<file path="config.mk">
export PLATFORM = sky130hd
export DESIGN_NAME = sprite_addr_gen
export DESIGN_NICKNAME = d
export VERILOG_FILES = /design/src/rtl/sprite_addr_gen_pkg.sv /design/src/rtl/sprite_anim_ctrl.sv /design/src/rtl/sprite_addr_gen.sv
export SDC_FILE = /design/constraint.sdc
export NUM_CORES = 1
export LEC_CHECK = 0
export ABC_CLOCK_PERIOD_IN_PS = 6100
export BUFFER_PORTS_ARGS = -buffer_cell sky130_fd_sc_hd__buf_2
export CAP_MARGIN = 30
export CORE_UTILIZATION = 55
export DETAILED_ROUTE_END_ITERATION = 16
export PLACE_DENSITY = 0.78
export SLEW_MARGIN = 10
export SYNTH_ARGS = -nofsm -noshare
export SYNTH_HDL_FRONTEND = slang
export SYNTH_HIERARCHICAL = 1
export SYNTH_SLANG_ARGS = --single-unit
</file>
<file path="constraint.sdc">
create_clock -name clk -period 6.1 [get_ports clk]
set_input_delay 0 -clock clk [delete_from_list [all_inputs] [get_ports clk]]
set_output_delay 0 -clock clk [all_outputs]
set_load 0.02 [all_outputs]
</file>
<file path="src/rtl/sprite_addr_gen_pkg.sv">
// Shared game constants for the player sprite, life icons and sprite ROM,
// plus the invulnerability state encoding and a small width helper.
package sprite_addr_gen_pkg;

   // Default geometry shared by the ROM init, the pixel mux and this block
   localparam int SPR_W_DEF     = 32;
   localparam int SPR_H_DEF     = 32;
   localparam int X_OFF_DEF     = 160;
   localparam int LIFE_Y_DEF    = 448;
   localparam int MAX_LIVES_DEF = 3;

   // Invulnerability state machine encoding
   typedef enum logic [0:0] {
      INV_IDLE   = 1'b0,
      INV_ACTIVE = 1'b1
   } inv_state_t;

   // Counter width for a modulus, never narrower than one bit
   function automatic int clog2_min1(input int value);
      return (value > 1) ? $clog2(value) : 1;
   endfunction

endpackage

</file>
<file path="src/rtl/sprite_anim_ctrl.sv">
// Animation frame sequencing and post-hit invulnerability / blink control.
// All state advances on frame_tick; a hit restarts the invulnerability window.
module sprite_anim_ctrl
   import sprite_addr_gen_pkg::*;
#(
   parameter int N_FRAMES   = 4,
   parameter int FRAME_DIV  = 8,
   parameter int INV_FRAMES = 60,
   parameter int BLINK_DIV  = 4,
   parameter int FRAME_W    = clog2_min1(N_FRAMES)
) (
   input  logic               clk,
   input  logic               rst_n,
   input  logic               frame_tick,
   input  logic               hit,
   output logic [FRAME_W-1:0] frame_idx,
   output logic               hide,
   output logic               invuln
);

   localparam int DIV_W   = clog2_min1(FRAME_DIV);
   localparam int INV_W   = clog2_min1(INV_FRAMES);
   localparam int BLINK_W = clog2_min1(BLINK_DIV);

   logic [DIV_W-1:0]   div_cnt_reg;
   logic [FRAME_W-1:0] frame_idx_reg;

   inv_state_t         state_reg, state_next;
   logic [INV_W-1:0]   inv_cnt_reg, inv_cnt_next;
   logic [BLINK_W-1:0] blink_cnt_reg, blink_cnt_next;
   logic               phase_reg, phase_next;

   // Divide frame ticks down to animation steps and cycle the frame index
   always_ff @(posedge clk) begin
      if (!rst_n) begin
         div_cnt_reg   <= '0;
         frame_idx_reg <= '0;
      end else if (frame_tick) begin
         if (div_cnt_reg == DIV_W'(FRAME_DIV - 1)) begin
            div_cnt_reg <= '0;
            if (frame_idx_reg == FRAME_W'(N_FRAMES - 1))
               frame_idx_reg <= '0;
            else
               frame_idx_reg <= frame_idx_reg + FRAME_W'(1);
         end else begin
            div_cnt_reg <= div_cnt_reg + DIV_W'(1);
         end
      end
   end

   assign frame_idx = frame_idx_reg;

   // Invulnerability state, remaining-tick counter and blink phase registers
   always_ff @(posedge clk) begin
      if (!rst_n) begin
         state_reg     <= INV_IDLE;
         inv_cnt_reg   <= '0;
         blink_cnt_reg <= '0;
         phase_reg     <= 1'b0;
      end else begin
         state_reg     <= state_next;
         inv_cnt_reg   <= inv_cnt_next;
         blink_cnt_reg <= blink_cnt_next;
         phase_reg     <= phase_next;
      end
   end

   // Next-state logic: a hit (re)starts the window and the blink phase, and
   // takes precedence over a simultaneous tick so no tick is consumed
   always_comb begin
      state_next     = state_reg;
      inv_cnt_next   = inv_cnt_reg;
      blink_cnt_next = blink_cnt_reg;
      phase_next     = phase_reg;
      invuln         = 1'b0;
      hide           = 1'b0;
      case (state_reg)
         INV_IDLE: begin
            if (hit) begin
               state_next     = INV_ACTIVE;
               inv_cnt_next   = INV_W'(INV_FRAMES - 1);
               blink_cnt_next = '0;
               phase_next     = 1'b0;
            end
         end
         INV_ACTIVE: begin
            invuln = 1'b1;
            hide   = phase_reg;
            if (hit) begin
               inv_cnt_next   = INV_W'(INV_FRAMES - 1);
               blink_cnt_next = '0;
               phase_next     = 1'b0;
            end else if (frame_tick) begin
               if (inv_cnt_reg == '0) begin
                  state_next = INV_IDLE;
               end else begin
                  inv_cnt_next = inv_cnt_reg - INV_W'(1);
                  if (blink_cnt_reg == BLINK_W'(BLINK_DIV - 1)) begin
                     blink_cnt_next = '0;
                     phase_next     = ~phase_reg;
                  end else begin
                     blink_cnt_next = blink_cnt_reg + BLINK_W'(1);
                  end
               end
            end
         end
         default: begin
            state_next = INV_IDLE;
         end
      endcase
   end

endmodule

</file>
<file path="src/rtl/sprite_addr_gen.sv">
// Player sprite and life-icon ROM address generator. Player state is latched
// once per frame so the sprite never tears; a two-stage pipeline turns the
// scan position into a registered ROM address and valid flag.
module sprite_addr_gen
   import sprite_addr_gen_pkg::*;
#(
   parameter int SPR_W      = SPR_W_DEF,
   parameter int SPR_H      = SPR_H_DEF,
   parameter int N_FRAMES   = 4,
   parameter int FRAME_DIV  = 8,
   parameter int X_OFF      = X_OFF_DEF,
   parameter int LIFE_Y     = LIFE_Y_DEF,
   parameter int MAX_LIVES  = MAX_LIVES_DEF,
   parameter int INV_FRAMES = 60,
   parameter int BLINK_DIV  = 4,
   parameter int ADDR_W     = 12
) (
   input  logic              clk,
   input  logic              rst_n,
   input  logic              frame_tick,
   input  logic              me_vi,
   input  logic [2:0]        me_lifes,
   input  logic [8:0]        me_x,
   input  logic [8:0]        me_y,
   input  logic              hit,
   input  logic [9:0]        h_cnt,
   input  logic [9:0]        v_cnt,
   output logic [ADDR_W-1:0] pixel_addr,
   output logic              pixel_valid,
   output logic              invuln
);

   localparam int FRAME_W    = clog2_min1(N_FRAMES);
   localparam int COL_W      = clog2_min1(SPR_W);
   localparam int ROW_W      = clog2_min1(SPR_H);
   localparam int N_ICONS    = MAX_LIVES - 1;
   localparam int ICON_VEC_W = (N_ICONS > 0) ? N_ICONS : 1;

   localparam logic [2:0]  LIVES_CAP   = 3'(MAX_LIVES);
   localparam logic [10:0] LIFE_Y0     = 11'(LIFE_Y);
   localparam logic [10:0] LIFE_Y1     = 11'(LIFE_Y + SPR_H);
   localparam logic [ADDR_W-1:0] FRAME_WORDS = ADDR_W'(SPR_W * SPR_H);
   localparam logic [ADDR_W-1:0] ROW_WORDS   = ADDR_W'(SPR_W);

   // Per-frame shadow copies of the player state
   logic [8:0] x_l_reg, y_l_reg;
   logic       me_vi_l_reg;
   logic [2:0] lives_l_reg;
   logic [2:0] lives_clamped;

   logic [FRAME_W-1:0] frame_idx;
   logic               hide;

   // Window compare signals (11-bit so right/bottom edges never wrap)
   logic [10:0] h_ext, v_ext;
   logic [10:0] body_x0, body_x1, body_y0, body_y1;
   logic        body_hit;
   logic [COL_W-1:0] body_col;
   logic [ROW_W-1:0] body_row;
   logic        icon_v_hit;
   logic [ROW_W-1:0] icon_row;
   logic [ICON_VEC_W-1:0] icon_hit;
   logic [COL_W-1:0] icon_col [ICON_VEC_W];

   // Stage 1 and stage 2 pipeline registers
   logic               s1_valid_reg, s1_valid_next;
   logic [FRAME_W-1:0] s1_frame_reg, s1_frame_next;
   logic [ROW_W-1:0]   s1_row_reg, s1_row_next;
   logic [COL_W-1:0]   s1_col_reg, s1_col_next;
   logic [ADDR_W-1:0]  pixel_addr_reg, pixel_addr_next;
   logic               pixel_valid_reg;

   sprite_anim_ctrl #(
      .N_FRAMES   (N_FRAMES),
      .FRAME_DIV  (FRAME_DIV),
      .INV_FRAMES (INV_FRAMES),
      .BLINK_DIV  (BLINK_DIV),
      .FRAME_W    (FRAME_W)
   ) u_anim (
      .clk        (clk),
      .rst_n      (rst_n),
      .frame_tick (frame_tick),
      .hit        (hit),
      .frame_idx  (frame_idx),
      .hide       (hide),
      .invuln     (invuln)
   );

   assign lives_clamped = (me_lifes > LIVES_CAP) ? LIVES_CAP : me_lifes;

   // Latch player position, visibility and clamped lives once per frame
   always_ff @(posedge clk) begin
      if (!rst_n) begin
         x_l_reg     <= '0;
         y_l_reg     <= '0;
         me_vi_l_reg <= 1'b0;
         lives_l_reg <= '0;
      end else if (frame_tick) begin
         x_l_reg     <= me_x;
         y_l_reg     <= me_y;
         me_vi_l_reg <= me_vi;
         lives_l_reg <= lives_clamped;
      end
   end

   assign h_ext   = {1'b0, h_cnt};
   assign v_ext   = {1'b0, v_cnt};
   assign body_x0 = 11'(X_OFF) + {2'b00, x_l_reg};
   assign body_x1 = body_x0 + 11'(SPR_W);
   assign body_y0 = {2'b00, y_l_reg};
   assign body_y1 = body_y0 + 11'(SPR_H);

   assign body_hit = me_vi_l_reg && !hide &&
                     (h_ext >= body_x0) && (h_ext < body_x1) &&
                     (v_ext >= body_y0) && (v_ext < body_y1);
   assign body_col = COL_W'(h_ext - body_x0);
   assign body_row = ROW_W'(v_ext - body_y0);

   assign icon_v_hit = (v_ext >= LIFE_Y0) && (v_ext < LIFE_Y1);
   assign icon_row   = ROW_W'(v_ext - LIFE_Y0);

   // One compare per life icon; icon k is shown only while k+1 < lives
   generate
      if (N_ICONS > 0) begin : g_icons
         for (genvar gi = 0; gi < N_ICONS; gi++) begin : g_icon
            localparam logic [10:0] ICON_X0 = 11'(X_OFF + gi * SPR_W);
            localparam logic [10:0] ICON_X1 = 11'(X_OFF + (gi + 1) * SPR_W);
            assign icon_hit[gi] = icon_v_hit && (lives_l_reg > 3'(gi + 1)) &&
                                  (h_ext >= ICON_X0) && (h_ext < ICON_X1);
            assign icon_col[gi] = COL_W'(h_ext - ICON_X0);
         end
      end else begin : g_no_icons
         assign icon_hit    = '0;
         assign icon_col[0] = '0;
      end
   endgenerate

   // Select the winning window: the body has priority over the icons
   always_comb begin
      s1_valid_next = 1'b0;
      s1_frame_next = '0;
      s1_row_next   = '0;
      s1_col_next   = '0;
      if (body_hit) begin
         s1_valid_next = 1'b1;
         s1_frame_next = frame_idx;
         s1_row_next   = body_row;
         s1_col_next   = body_col;
      end else begin
         for (int i = 0; i < N_ICONS; i++) begin
            if (icon_hit[i]) begin
               s1_valid_next = 1'b1;
               s1_row_next   = icon_row;
               s1_col_next   = icon_col[i];
            end
         end
      end
   end

   // Stage 1: register window result and offsets
   always_ff @(posedge clk) begin
      if (!rst_n) begin
         s1_valid_reg <= 1'b0;
         s1_frame_reg <= '0;
         s1_row_reg   <= '0;
         s1_col_reg   <= '0;
      end else begin
         s1_valid_reg <= s1_valid_next;
         s1_frame_reg <= s1_frame_next;
         s1_row_reg   <= s1_row_next;
         s1_col_reg   <= s1_col_next;
      end
   end

   // Frame base plus row-major offset; forced to zero outside any window
   always_comb begin
      pixel_addr_next = '0;
      if (s1_valid_reg) begin
         pixel_addr_next = ADDR_W'(s1_frame_reg) * FRAME_WORDS +
                           ADDR_W'(s1_row_reg) * ROW_WORDS +
                           ADDR_W'(s1_col_reg);
      end
   end

   // Stage 2: register the ROM address and valid flag
   always_ff @(posedge clk) begin
      if (!rst_n) begin
         pixel_addr_reg  <= '0;
         pixel_valid_reg <= 1'b0;
      end else begin
         pixel_addr_reg  <= pixel_addr_next;
         pixel_valid_reg <= s1_valid_reg;
      end
   end

   assign pixel_addr  = pixel_addr_reg;
   assign pixel_valid = pixel_valid_reg;

endmodule

</file>
[After elaboration in Yosys (flattened, before gate mapping)]
Cells that the tools add are included.
Word-level totals
  input port bits: 46
  word-level logic and storage cells: 107
  output and inout port bits: 14
  register bits: 63
Operators by class
  order comparisons: 13
  add/subtract/negate cells: 14
  eq/ne operators: 7
  reductions and logical operators: 19
  multiplexer cells: 36
  bitwise operators: 2
Operators by type and width (number)
  $mux W5: 6
  $mux W6: 4
  $ge A10 B8 Y1 const B: 2
  $lt A10 B8 Y1 const B: 2
  $sub A5 B1 Y5 const B: 3
  $mux W1: 14
  $add A12 B10 Y12: 1
  $add A12 B5 Y12: 1
  $logic_and A1 B1 Y1: 12
  $mux W2: 6
  $pmux W6 S2: 1
  $add A10 B6 Y11 const B: 1
  $lt A10 B11 Y1: 1
  $add A8 B9 Y10 const A: 1
  $add A9 B6 Y10 const B: 1
  $ge A10 B10 Y1: 1
  $ge A10 B9 Y1: 1
  $ge A10 B9 Y1 const B: 1
  $lt A10 B10 Y1: 1
  $lt A10 B9 Y1 const B: 1
  $sub A5 B5 Y5: 2
  $ne A3 B3 Y1 const B: 3
  $gt A3 B2 Y1 const B: 2
  $logic_not A6 Y1: 1
  other kinds (15): 22

[Longest topological paths before layout]
  word-level depth: 8
  gate-level depth with buffers: 14
  gate-level depth less buffers: 14

[Cells and area by module]
Netlist, hierarchy kept.
Modules (own cells, without submodules)
  sprite_addr_gen: cells each 296, seq. area each 960.9 um^2, times used 1, area an instance 2775.2 um^2
  sprite_anim_ctrl: cells each 85, seq. area each 300.3 um^2, times used 1, area an instance 800.8 um^2

[Worst setup path after synthesis]
OpenSTA, ideal clock, no wires.
  kind: flip-flop to flip-flop
  start point: register x_l_reg[5]
  end point: register s1_col_reg[2]
  cell stages (with the launch flop): 13
  clock period less this slack: 2589 ps
  buffers on the path: 1
  data arrival time: 2518 ps
  slack: 3511 ps
  path through: dfxtp_1 -> inv_1 -> ha_1 -> mux2_2 -> o21ai_1 -> xnor2_1 -> ha_1 -> a21o_1 -> nand2_1 -> o311a_1 -> and4_4 -> buf_12 -> mux2i_1
Between the ends
  longest elaborated chain between the ends: 7
RTL lines
  from (decl): line sprite_addr_gen.sv:46  | logic [8:0] x_l_reg, y_l_reg;
  from (signal assigned): line sprite_addr_gen.sv:99  | x_l_reg <= me_x;
  $add A8 B9 Y10 (*): line sprite_addr_gen.sv:108  | assign body_x0 = 11'(X_OFF) + {2'b00, x_l_reg};
  $add A10 B6 Y11 or $ge A10 B10 Y1 (tied branches): line sprite_addr_gen.sv:109, sprite_addr_gen.sv:114
  $lt A10 B11 Y1 or $logic_and A1 B1 Y1 (tied branches): line sprite_addr_gen.sv:114, sprite_addr_gen.sv:113
  $logic_and A1 B1 Y1 (*) (2 in series): line sprite_addr_gen.sv:114  | (h_ext >= body_x0) && (h_ext < body_x1) &&
  $logic_and A1 B1 Y1 (*): line sprite_addr_gen.sv:115  | (v_ext >= body_y0) && (v_ext < body_y1);
  $mux W5 (*): line sprite_addr_gen.sv:144  | if (body_hit) begin
  to (signal assigned): line sprite_addr_gen.sv:171  | s1_col_reg <= s1_col_next;
  to (decl): line sprite_addr_gen.sv:69  | logic [COL_W-1:0] s1_col_reg, s1_col_next;
Every way passes the cells marked *; elsewhere a longest branch is shown, timed or not.
A chain may end at the register's enable or synchronous reset.

[Worst setup path in the final report]
Ends and elaborated chain as after synthesis.

==> impl_metrics.json <==
{
  "leading_cell_types_in_the_layout_fill_and_taps_excluded": "sky130_fd_sc_hd__dfxtp_1, sky130_fd_sc_hd__buf_2, sky130_fd_sc_hd__ha_1",
  "top_level_ports": 60,
  "netlist-cell-type-count": 57,
  "report.final.hold_viol_count": 0,
  "buffer_ports.inserted": 59,
  "place_ws_ns": 3.22,
  "place.gp.congestion": 0.810,
  "synth_top_family_by_area": "simple AND/OR/NAND/NOR gates",
  "critical_path.n_buffers_inverters": 1,
  "detail-route-antenna-nets": 0,
  "setup_tns_ns": 0,
  "fin_nets": 559,
  "largest_register_ffs": 12,
  "clkTransAtPathRegs_ns": 0.07,
  "n_fill_cell": 507,
  "route.detailed.drc": 0,
  "post_cts_resize_count": 0,
  "die-width_um": 82.6,
  "synth-adder-area-share_pct": 14.4,
  "synth-edff-count": 0,
  "timing.fmax_mhz": 338,
  "area_fraction_of_the_dominant_cell_type_after_synthesis_pct": 35.3,
  "hold_depth": 4,
  "synth_async_sr_flop_share_pct": 0,
  "cell_repeated_most_along_the_worst_path": "sky130_fd_sc_hd__ha_1",
  "setup.worst_path.class": "register to register",
  "insertion_delay_ns": 0.35,
  "grt_pass1_vias": 2906,
  "synthTopCellsByArea": "sky130_fd_sc_hd__dfxtp_1, sky130_fd_sc_hd__ha_1, sky130_fd_sc_hd__mux2i_1, sky130_fd_sc_hd__nor2b_1, sky130_fd_sc_hd__nand2_1",
  "synth_warnings": 6,
  "worst-path-stages": 11,
  "ctsLongestPathBuffers": 2,
  "mappedNetlistArea_sq_um": 3580,
  "clock_tree.root_cell": "sky130_fd_sc_hd__clkbuf_8",
  "first_pass_grt_wire_length_um": 12700,
  "via_count": 3045,
  "die_y_um": 82.6,
  "final_core_area_utilization_pct": 69.8,
  "critical-path-top-delay-family": "adder cells",
  "post_detailed_routing_wire_length_um": 7900,
  "synth.net_count": 467,
  "cp_data_arrival_time_ns": 3.23,
  "grt_max_degree": 54,
  "antenna_found_initial": 0,
  "fin_total_pwr_w": 0.000938,
  "worst_slack_ns": 3.14,
  "diodes": 0,
  "layout-area-overhead-vs-synth_pct": 23.2,
  "dieArea_sq_um": 6830,
  "core_area_sq_um": 6310,
  "globalRouteTotalUtil_pct": 25.2,
  "placement.cell_area_sq_um": 3900,
  "synth_cells": 381,
  "fin_crit_ns": 2.96,
  "globalRouteOverflowTotal": 0,
  "drt-wirelength-per-cell_um": 14.2,
  "reg2reg_depth": 11,
  "maxCapViolCount": 0,
  "outcome": "finished, final reports clean",
  "cellLeakagePower_nw": 2.02,
  "detail_route.vias_per_cell": 5.49,
  "power.ir.vdd_worst_uv": 166,
  "unrepaired_setup_endpoints_after_global_routing": "false",
  "max_slew.worst_pin.slew_ns": 0.886,
  "cts_setup_buffers": 0,
  "crit_path_top_delay_cell": "sky130_fd_sc_hd__dfxtp_1",
  "seq_area_frac_synth_pct": 35.3,
  "setup.reg_to_reg.worst_slack_ns": 3.14,
  "final_max_slew_viol_count": 0,
  "endpoint_kind": "register",
  "cts.htree.levels": 3,
  "final.setup_skew_ns": 0.00848,
  "cts_tree": "done",
  "first_iter_violations": 135,
  "hpwl_um": 5380,
  "timing.hold.worst.class": "primary input to register",
  "start_kind": "register",
  "synth_compound_gate_area_share_pct": 12.9,
  "ys_ff_latch": 63,
  "cts_num_sinks": 63,
  "post-route-period-util_pct": 48.5,
  "crit_path_max_incr_delay_ns": 0.50,
  "initial_util_pct": 56.6,
  "post_synth_and_or_nand_nor_area_fraction_pct": 20.3,
  "post_route_cells_drive_above_1_share_pct": 18.8,
  "layout.cells.most_common": "sky130_fd_sc_hd__dfxtp_1",
  "worst_slew_margin_rel_pct": 40.9,
  "critical_path_cell_by_cell": "inv_1 -> ha_1 -> mux2_2 -> o21ai_1 -> xnor2_1 -> ha_1 -> a21o_1 -> nand2_1 -> o311a_1 -> and4_4 -> mux2i_1",
  "p_per_area_nw_per_um2": 213,
  "worstPathRequired_ns": 6.37,
  "post_synth_xor_area_fraction_pct": 1.96,
  "synth_top_area_cell": "sky130_fd_sc_hd__dfxtp_1",
  "placement_rows": 29,
  "yosys-mux-area-fraction_pct": 10.1,
  "drt_first_pass_iters": 4,
  "setup_viol": 0,
  "cp_max_fo": 10,
  "finalInstanceArea_sq_um": 4410,
  "cts-buffers-inserted": 9,
  "most_used_flip_flop_cell_after_synthesis": "sky130_fd_sc_hd__dfxtp_1",
  "avgSynthCellArea_sq_um": 9.39
}
[Yosys cell counts (2+ instances only)]
cell type	n
sky130_fd_sc_hd__a2111oi_0	2
sky130_fd_sc_hd__a211oi_1	4
sky130_fd_sc_hd__a21o_1	4
sky130_fd_sc_hd__a21oi_1	19
sky130_fd_sc_hd__and3_1	14
sky130_fd_sc_hd__buf_2	2
sky130_fd_sc_hd__clkbuf_1	8
sky130_fd_sc_hd__dfxtp_1	63
sky130_fd_sc_hd__fa_1	2
sky130_fd_sc_hd__ha_1	38
sky130_fd_sc_hd__inv_1	27
sky130_fd_sc_hd__mux2i_1	35
sky130_fd_sc_hd__nand2_1	29
sky130_fd_sc_hd__nand2b_1	12
sky130_fd_sc_hd__nand3_1	11
sky130_fd_sc_hd__nand4_1	2
sky130_fd_sc_hd__nor2_1	20
sky130_fd_sc_hd__nor2b_1	23
sky130_fd_sc_hd__nor3_1	2
sky130_fd_sc_hd__o2111ai_1	2
sky130_fd_sc_hd__o211ai_1	3
sky130_fd_sc_hd__o21a_1	3
sky130_fd_sc_hd__o21ai_0	11
sky130_fd_sc_hd__o21ai_1	2
sky130_fd_sc_hd__o311a_1	2
sky130_fd_sc_hd__o31a_1	3
sky130_fd_sc_hd__or4_1	2
sky130_fd_sc_hd__xnor2_1	5
sky130_fd_sc_hd__xor2_1	3
[layer usage]
metal,part of all wire (%),wire length [um],GRT usage [%]
met4,1.5,116,10.0
met5,0,0,0
met1,45,3540,30.8
met2,49,3860,41.7
met3,4.8,383,7.47
[report_power, final]
group          internal, W  leakage [nW]  switching [W]
Clock             0.000145        0.0781       0.000173
Combinational    0.0000897          1.43      0.0000907
Sequential        0.000425         0.514      0.0000138
Total             0.000660          2.02       0.000278
[through the flow]
| step | hold slack (ns) | std cells |
|---|---|---|
| after floorplan | 0.128 | 381 |
| after global placement | 0.255 | 504 |
| after detailed placement | 0.267 | 505 |
| after CTS | 0.0295 | 555 |
| after global routing | 0.0462 | 555 |
| final | 0.0411 | 555 |
[final cells by class]
cell class | count | area (sq um) | share of cell area (%)
inverter | 28 | 105 | 2.39
timing repair buffer | 94 | 643 | 14.6
clock inverter | 6 | 37.5 | 0.852
multi-input combinational | 277 | 2130 | 48.5
tap | 77 | 96.3 | 2.19
clock buffer | 10 | 128 | 2.90
sequential | 63 | 1260 | 28.6
[worst paths after layout]
path | from | endpoint
max reg2reg | x_l_reg[5] | s1_col_reg[2]
min reg2reg | u_anim/phase_reg | u_anim/phase_reg
max | x_l_reg[5] | s1_col_reg[2]
min | v_cnt[9] | s1_row_reg[1]
[repair_timing]
| action | in CTS | in global routing |
|---|---|---|
| hold buffers | 34 | 0 |
| endpoints found under the hold margin | 32 | 0 |
| endpoints found under the setup margin | 0 | 0 |
[cell families (layout without fill, tap and decap cells)]
| group | after synthesis | in the layout |
|---|---|---|
| AO/OA/AOI/OAI | 64 | 64 |
| XOR/XNOR | 8 | 8 |
| adder cells (fa/ha/maj) | 40 | 40 |
| buffers and inverters | 41 | 138 |
| flip-flops | 63 | 63 |
| multiplexers | 36 | 36 |
| AND/OR/NAND/NOR | 129 | 129 |
[worst reg2reg max path, delay by kind of cell, from the launching register on]
family / cells / cell delay [ns]
xor+xnor: 1 / 0.15
compound gates: 3 / 0.53
fa+ha+maj: 2 / 0.61
buf+inv: 1 / 0.11
flops: 1 / 0.50
simple gates: 2 / 0.42
mux: 2 / 0.57
No activity file was read; power rests on OpenSTA's default activity.
